`src/rtl/alu_pkg.sv`:
```
// Shared definitions for the stack processor ALU.
//   ALU_WIDTH : default operand/result width
//   oper_t    : 4-bit operation select type
//   OP_*      : the ten defined operation codes; 1010-1111 are reserved
package alu_pkg;

    localparam int unsigned ALU_WIDTH = 16;

    typedef logic [3:0] oper_t;

    localparam oper_t OP_ADD   = 4'b0000;
    localparam oper_t OP_SUB   = 4'b0001;
    localparam oper_t OP_AND   = 4'b0010;
    localparam oper_t OP_OR    = 4'b0011;
    localparam oper_t OP_XOR   = 4'b0100;
    localparam oper_t OP_PASSA = 4'b0101;
    localparam oper_t OP_PASSB = 4'b0110;
    localparam oper_t OP_EQ    = 4'b0111;
    localparam oper_t OP_ZERO  = 4'b1000;
    localparam oper_t OP_BLTA  = 4'b1001;

endpackage

```
`src/rtl/alu_core.sv`:
```
// Combinational operation mux of the stack ALU.
//   oper_i     : operation select
//   a_i        : top-of-stack operand
//   b_i        : next operand
//   result_o   : operation result (unsigned, modulo 2^WIDTH)
//   overflow_o : carry (ADD) or borrow (SUB); 0 for all other codes
module alu_core
    import alu_pkg::*;
#(
    parameter int unsigned WIDTH = ALU_WIDTH
) (
    input  oper_t            oper_i,
    input  logic [WIDTH-1:0] a_i,
    input  logic [WIDTH-1:0] b_i,
    output logic [WIDTH-1:0] result_o,
    output logic             overflow_o
);

    // One extra bit captures the carry out of ADD and the borrow of B-A.
    logic [WIDTH:0] sum;
    logic [WIDTH:0] diff;

    assign sum  = {1'b0, a_i} + {1'b0, b_i};
    assign diff = {1'b0, b_i} - {1'b0, a_i};

    always_comb begin
        result_o   = '0;
        overflow_o = 1'b0;
        case (oper_i)
            OP_ADD: begin
                result_o   = sum[WIDTH-1:0];
                overflow_o = sum[WIDTH];
            end
            OP_SUB: begin
                result_o   = diff[WIDTH-1:0];
                overflow_o = diff[WIDTH];
            end
            OP_AND:   result_o = a_i & b_i;
            OP_OR:    result_o = a_i | b_i;
            OP_XOR:   result_o = a_i ^ b_i;
            OP_PASSA: result_o = a_i;
            OP_PASSB: result_o = b_i;
            OP_EQ:    result_o = {{(WIDTH-1){1'b0}}, (a_i == b_i)};
            OP_ZERO:  result_o = {{(WIDTH-1){1'b0}}, (a_i == '0)};
            OP_BLTA:  result_o = {{(WIDTH-1){1'b0}}, (b_i < a_i)};
            default: begin
                result_o   = '0;
                overflow_o = 1'b0;
            end
        endcase
    end

endmodule

```
`src/rtl/stack_alu.sv`:
```
// Stack processor ALU: combinational result plus a registered copy.
//   clk        : system clock, rising edge
//   reset      : asynchronous, active-high; clears the registered outputs
//   Oper       : operation select
//   A, B       : top-of-stack and next operand
//   ALU_Out    : combinational result
//   Overflow   : combinational carry/borrow flag
//   ALU_Out_q  : ALU_Out registered on clk
//   Overflow_q : Overflow registered on clk
module stack_alu
    import alu_pkg::*;
#(
    parameter int unsigned WIDTH = ALU_WIDTH
) (
    input  logic             clk,
    input  logic             reset,
    input  logic [3:0]       Oper,
    input  logic [WIDTH-1:0] A,
    input  logic [WIDTH-1:0] B,
    output logic [WIDTH-1:0] ALU_Out,
    output logic             Overflow,
    output logic [WIDTH-1:0] ALU_Out_q,
    output logic             Overflow_q
);

    logic [WIDTH-1:0] result_d;
    logic             overflow_d;
    logic [WIDTH-1:0] result_q;
    logic             overflow_q;

    alu_core #(
        .WIDTH (WIDTH)
    ) u_core (
        .oper_i     (Oper),
        .a_i        (A),
        .b_i        (B),
        .result_o   (result_d),
        .overflow_o (overflow_d)
    );

    always_ff @(posedge clk or posedge reset) begin
        if (reset) begin
            result_q   <= '0;
            overflow_q <= 1'b0;
        end else begin
            result_q   <= result_d;
            overflow_q <= overflow_d;
        end
    end

    assign ALU_Out    = result_d;
    assign Overflow   = overflow_d;
    assign ALU_Out_q  = result_q;
    assign Overflow_q = overflow_q;

endmodule

```
`config.mk`:
```
export PLATFORM = sky130hd
export DESIGN_NAME = stack_alu
export DESIGN_NICKNAME = d
export VERILOG_FILES = /design/src/rtl/alu_pkg.sv /design/src/rtl/alu_core.sv /design/src/rtl/stack_alu.sv
export SDC_FILE = /design/constraint.sdc
export NUM_CORES = 1
export LEC_CHECK = 0
export ABC_AREA = 1
export CORE_UTILIZATION = 40
export DETAILED_ROUTE_END_ITERATION = 10
export PLACE_DENSITY = 0.7
export RECOVER_POWER = 100
export SYNTH_ARGS = -nofsm -noshare
export SYNTH_HDL_FRONTEND = slang
export SYNTH_HIERARCHICAL = 1
export SYNTH_SLANG_ARGS = --single-unit
```
`constraint.sdc`:
```
create_clock -name clk -period 2.7 [get_ports clk]
set_clock_uncertainty 0.15 [all_clocks]
set_input_delay 0.405 -clock clk [delete_from_list [all_inputs] [get_ports clk]]
set_output_delay 0.405 -clock clk [all_outputs]
set_load 0.02 [all_outputs]
```
==> metrics.cfg, run 1 <==
[outcome]
status = finished, violations left
violations = DRC

[synthesis]
synth_common_cells = nand2_1 (164), inv_1 (111), nand3_1 (65)
ys_warn_count = 6
synthFlopType = dfrtp_1
synth_area_leader_cell = nand2_1
ys_types = 37
synthMostInstantiatedCell = nand2_1
yosysSeqAreaShare_pct = 12.0
syn_avg_cell_area_um2 = 5.89
syn_inst = 603
synth_async_sr_flop_share_pct = 100
syn_area_um2 = 3550
yosys-top-cells-area = nand2_1 (17%), ha_1 (17%), dfrtp_1 (12%), inv_1 (12%), nand3_1 (9.2%)
synth_edf_count = 0
synth_nets = 692
yosys_register_bits = 17
yosysTopAreaCellShare_pct = 17.3

[clocking]
hold_buffers = 0
htree_levels = 1
cts_tree = done
clk_pin_slew_ns = 0.09
cts_buffer_depth = 2
numCtsBuffers = 3
cts_root_buf = clkbuf_8
clock-sinks = 17

[critical_path]
startpoint_type = input port
cp.required_ns = 2.14
crit_path_end_kind = output port
worstSetupStartpoint = A[15]
crit_path_max_fanout = 7
critPathKind = input port to output port
crit_arrival_ns = 2.11

[power_and_ir_drop]
p_per_area_nw_per_um2 = 283
p_leak_nw = 3.47
p_clk_share_pct = 13.7
p_comb_share_pct = 70.4
p_sw_share_pct = 46.6
seqPwrFrac_pct = 15.9
p_total_mw = 1.79
peakVddDrop_mv = 0.173
p_switching_mw = 0.834
intPower_mw = 0.957

[placement]
place_hpwl_mm = 11.5
gp_congestion = 0.947
dp_slack_ns = -0.910
placed_area_um2 = 5380
dpl.cell_count = 906
place.port_buffers = 71

[timing]
fin_crit_sh_pct = 98.5
setup-tns-final_ns = 0
finalHoldWorstSlack_ns = 0.428
slew_headroom_pct = 44.3
period_minus_slack_ns = 2.66
worst_slack_ns = 0.0400
slew_violations = 0
setup_viol = 0
hold_viol = 0
fmax_ghz = 0.376
grt_setup_unrepaired = true
worst_slew_pin_slew_ns = 0.835

[hold_path]
hp-class = input port to register
worstHoldStart = B[14]

[finish]
drive_gt1_share_pct = 47.3
nNetsFinal = 917
fin_area_um2 = 6340
multi_input_area_um2 = 3260
fill_cells = 745
finalCoreUtilization_pct = 73.1
antennaDiodeCount = 0
seq_area_um2 = 425
instances_no_fill = 935
synthToLayoutAreaGrowth_pct = 78.5

[global_routing]
gr-usage-met1_pct = 43.7
overflow = 0
grt_max_degree = 18
grt_util_met2_pct = 57.8
antenna_found_initial = 0
globalRouteMet3Util_pct = 3.00
grt_pass1_vias = 4805
grt_pass1_wl_mm = 23.6
busiest_layer = met2
grt_usage_pct = 34.0

[flow_run]
maxCapViolCount = 0

[floorplanning]
die_h_um = 96.3
core-area_um2 = 8680
dieArea_um2 = 9260
row_count = 34
initial_core_util_pct = 40.9
ios = 72
die_x_um = 96.3

[drt]
wl_mm = 15.5
drt_iter0_drc = 281
drt_first_pass_iters = 8
wl_per_cell_um = 16.5
vias_per_cell = 5.29
vias = 4950
drc = 1
ant_nets = 0

## layout make-up
class | instances | area share, %
sequential | 17 | 6.71
multi-input combinational | 443 | 51.4
inverter | 125 | 7.48
tap | 108 | 2.13
timing repair buffer | 238 | 31.6
clock buffer | 4 | 0.710
## final timing paths
kind                       cells after the start       endpoint  slack (ns)
max in group asynchronous                      2  ALU_Out_q[10]        1.32
min in group asynchronous                      2   ALU_Out_q[8]        0.56
worst min-delay path                           4  ALU_Out_q[14]        0.43
worst max-delay path                           7    ALU_Out[15]        0.04
## state kept, by name (all words and copies together), names as in the netlist
name,flops
ALU_Out_q,16
Overflow_q,1
## worst max-delay path, stage by stage
cell	delay, ns
clkdlybuf4s50_1	0.50
inv_2	0.06
ha_4	0.25
buf_4	0.16
a211oi_1	0.41
nand3_2	0.15
buf_6	0.16
## layout by cell type (no fill, tap or decap), drive strengths merged, types with 7 or more instances in the layout
cell | Yosys | final
dlygate4sd2 | 0 | 19
a211oi | 7 | 7
nor2 | 48 | 48
inv | 124 | 124
buf | 18 | 183
dlygate4sd3 | 0 | 18
dfrtp | 17 | 17
nand2 | 174 | 174
ha | 49 | 49
dlymetal6s2s | 0 | 8
o21ai | 10 | 10
o22ai | 25 | 25
nand4 | 12 | 12
nor3 | 11 | 11
clkbuf | 0 | 8
nand3 | 66 | 66
a21oi | 21 | 21
## metal layers
| layer | vias to the layer above | routed length, um |
|---|---|---|
| met4 | 0 | 598 |
| met5 | - | 0 |
| met3 | 50 | 967 |
| met2 | 232 | 7180 |
| met1 | 2289 | 6720 |
| li1 | 2379 | - |
## power groups by stage
stage	sequential, mW	clock, mW	combinational [mW]
floorplan	0.329	0	0.471
global placement	0.292	0	0.986
detailed placement	0.293	0	1.00
CTS	0.288	0.242	1.17
global route	0.289	0.256	1.35
finish	0.286	0.245	1.26
## timing repair
item | CTS | global route
buffers inserted | 16 | 9
gates resized for setup | 284 | 73
setup endpoints to repair | 17 | 18
gates cloned | 0 | 0
pin swaps | 43 | 31
## cell families after synthesis
group	after synthesis	share of synthesized area, %
AO/OA/AOI/OAI	71	12.6
XOR/XNOR	1	0.247
AND/OR/NAND/NOR	320	39.7
adder cells (fa/ha/maj)	51	18.4
buffers and inverters	143	17.1
flip-flops	17	12.0
Power figures use the tool's default switching activity.
==> run 2, diff against run 1 <==
--- a/config.mk
+++ b/config.mk
@@ -5,10 +5,10 @@
 export SDC_FILE = /design/constraint.sdc
 export NUM_CORES = 1
 export LEC_CHECK = 0
-export ABC_AREA = 1
 export CORE_UTILIZATION = 40
 export DETAILED_ROUTE_END_ITERATION = 10
-export PLACE_DENSITY = 0.7
+export GPL_TIMING_DRIVEN = 0
+export PLACE_DENSITY = 0.71
 export RECOVER_POWER = 100
 export SYNTH_ARGS = -nofsm -noshare
 export SYNTH_HDL_FRONTEND = slang
==> metrics.cfg, run 2 <==
[outcome]
status = finished, violations left
violations = setup timing

[finish]
drive_gt1_share_pct = 44.1
nNetsFinal = 654
mostFrequentLayoutCells = buf_4 (59), inv_1 (35), ha_1 (32)
largest_reg_flops = 16
finalCoreUtilization_pct = 69.3
synthToLayoutAreaGrowth_pct = 68.8
antennaDiodeCount = 0
final_common_cell = buf_4
fill_cells = 612

[power_and_ir_drop]
p_total_mw = 1.68
p_leak_nw = 2.40
p_per_area_nw_per_um2 = 315
peakVddDrop_mv = 0.169

[synthesis]
synth_common_cells = inv_1 (55), ha_1 (49), nor2_1 (38)
ys_warn_count = 6
synth_async_sr_flop_share_pct = 100
yosysTopAreaCellShare_pct = 19.4
synthMostInstantiatedCell = inv_1
yosys-top-cells-area = ha_1 (19%), dfrtp_1 (13%), inv_1 (6.5%), a21oi_1 (5.1%), nor2_1 (4.5%)
yosysSeqAreaShare_pct = 13.5
syn_avg_cell_area_um2 = 7.27
synth_nets = 523
syn_inst = 434
yosys_register_bits = 17
syn_area_um2 = 3160
ys_types = 60
synthFlopType = dfrtp_1
synth_edf_count = 0
synth_area_leader_cell = ha_1

[drt]
vias = 4141
vias_per_cell = 6.22
wl_per_cell_um = 19.8
ant_nets = 0
wl_mm = 13.2
drc = 0
drt_iter0_drc = 516
drt_first_pass_iters = 8

[clocking]
clock-sinks = 17
cts_root_buf = clkbuf_8
cts_tree = done
clk_pin_slew_ns = 0.09
htree_levels = 1
cts_buffer_depth = 2
hold_buffers = 0
numCtsBuffers = 3

[critical_path]
cp.required_ns = 2.14
crit_cells = 13
critPathCapture = ALU_Out[12]
crit_arrival_ns = 2.76
critPathKind = input port to output port
cpMostUsedCell = buf_6
critPathBufInv = 4
slowest_delay_ns = 0.37
worstSetupStartpoint = A[0]
crit_chain = buf_8, buf_6, ha_4, fa_2, nor2_4, o21ai_4, a31oi_4, a221oi_4, buf_4, o31a_1, a211o_1, a21o_1, buf_6
crit_path_max_fanout = 3
path_delay_family = compound AO/OA/AOI/OAI gates
crit_path_end_kind = output port
startpoint_type = input port
crit_slowest_cell = fa_2

[floorplanning]
die_x_um = 90.8
initial_core_util_pct = 41.0
dieArea_um2 = 8250
ios = 72
core-area_um2 = 7690
row_count = 32
die_h_um = 90.8

[global_routing]
antenna_found_initial = 0
grt_pass1_vias = 3743
grt_usage_pct = 29.5
overflow = 0
grt_pass1_wl_mm = 19.3
grt_max_degree = 18

[hold_path]
hp-class = input port to register

[placement]
place.port_buffers = 70
gp_congestion = 0.977
place_hpwl_mm = 8.65

[timing]
slew_violations = 0
grt_setup_unrepaired = true
worst_slack_ns = -0.611
fmax_ghz = 0.302
setup-tns-final_ns = -6.53
hold_viol = 0
worst_slew_pin_slew_ns = 0.782
slew_headroom_pct = 47.8
fin_crit_sh_pct = 123
period_minus_slack_ns = 3.31
setup_viol = 19

[flow_run]
maxCapViolCount = 0

run 2: cell types whose count changed after synthesis, sizes merged, moves of 10 or more:
cell	delta
a21oi	+11
a221oi	+10
buf	-12
clkbuf	+16
inv	-69
mux2i	+11
nand2	-147
nand3	-60
nand4	-10
nor2	-10
nor3	+10
o21ai	+19
o22ai	-22
run 2: worst min-delay path by stage:
stage / startpoint / to / cells past startpoint
after floorplan: reset / ALU_Out_q[0] / 1
after global placement: reset / ALU_Out_q[14] / 2
after CTS: B[5] / ALU_Out_q[5] / 3
after global routing: B[5] / ALU_Out_q[5] / 3
final: B[5] / ALU_Out_q[5] / 3
after detailed placement: reset / ALU_Out_q[14] / 2
run 2: logic make-up after synthesis:
kind of cell | after synthesis | share of synthesized area [%]
xor gates and xnor gates | 1 | 0.278
muxes | 11 | 3.49
buffers and inverters | 77 | 9.60
adders and majority gates | 51 | 20.7
AOI/OAI and AO/OA | 145 | 31.8
DFF | 17 | 13.5
and+or+nand+nor | 132 | 20.7
run 2: layout make-up:
class	instances	area (um2)	area share (%)
multi-input cells	340	3140	59.0
repair buffers	131	1170	22.0
flip-flops and latches	17	425	7.99
inverters	55	236	4.44
plain buffers	17	174	3.27
well taps	102	128	2.40
clock buffers	4	45.0	0.846
run 2: timing repair:
action | CTS | global route
pin swaps | 52 | 56
endpoints found under the setup margin | 32 | 21
gates resized for setup | 326 | 70
setup buffers | 42 | 22
run 2: tightest hold or removal path: cells and delay by family:
| family | cells | cell delay [ns] |
|---|---|---|
| compound gates | 1 | 0.09 |
| simple gates | 1 | 0.07 |
| buf+inv | 1 | 0.12 |
run 2: per-stage QoR:
stage,setup WS [ns],hold WS (ns),cell area (um2),instances
2_1_floorplan,-0.241,0.181,3350,434
3_3_place_gp,-1.77,0.760,4180,606
3_5_place_dp,-1.82,0.769,4180,606
4_1_cts,-0.697,0.301,5060,647
5_1_grt,-0.637,0.319,5330,666
6_report,-0.611,0.306,5330,666
run 2: where the power goes:
part	switching, mW	internal [mW]
sequential	0.00640	0.288
clock	0.117	0.105
combinational	0.630	0.534
run 2: metal layers:
metal / GRT usage (%) / up-vias / share of wire [%]
li1: - / 1852 / -
met1: 39.0 / 1941 / 41
met2: 49.7 / 297 / 47
met3: 4.04 / 51 / 9.4
met4: 8.47 / 0 / 2.7
met5: 0 / - / 0
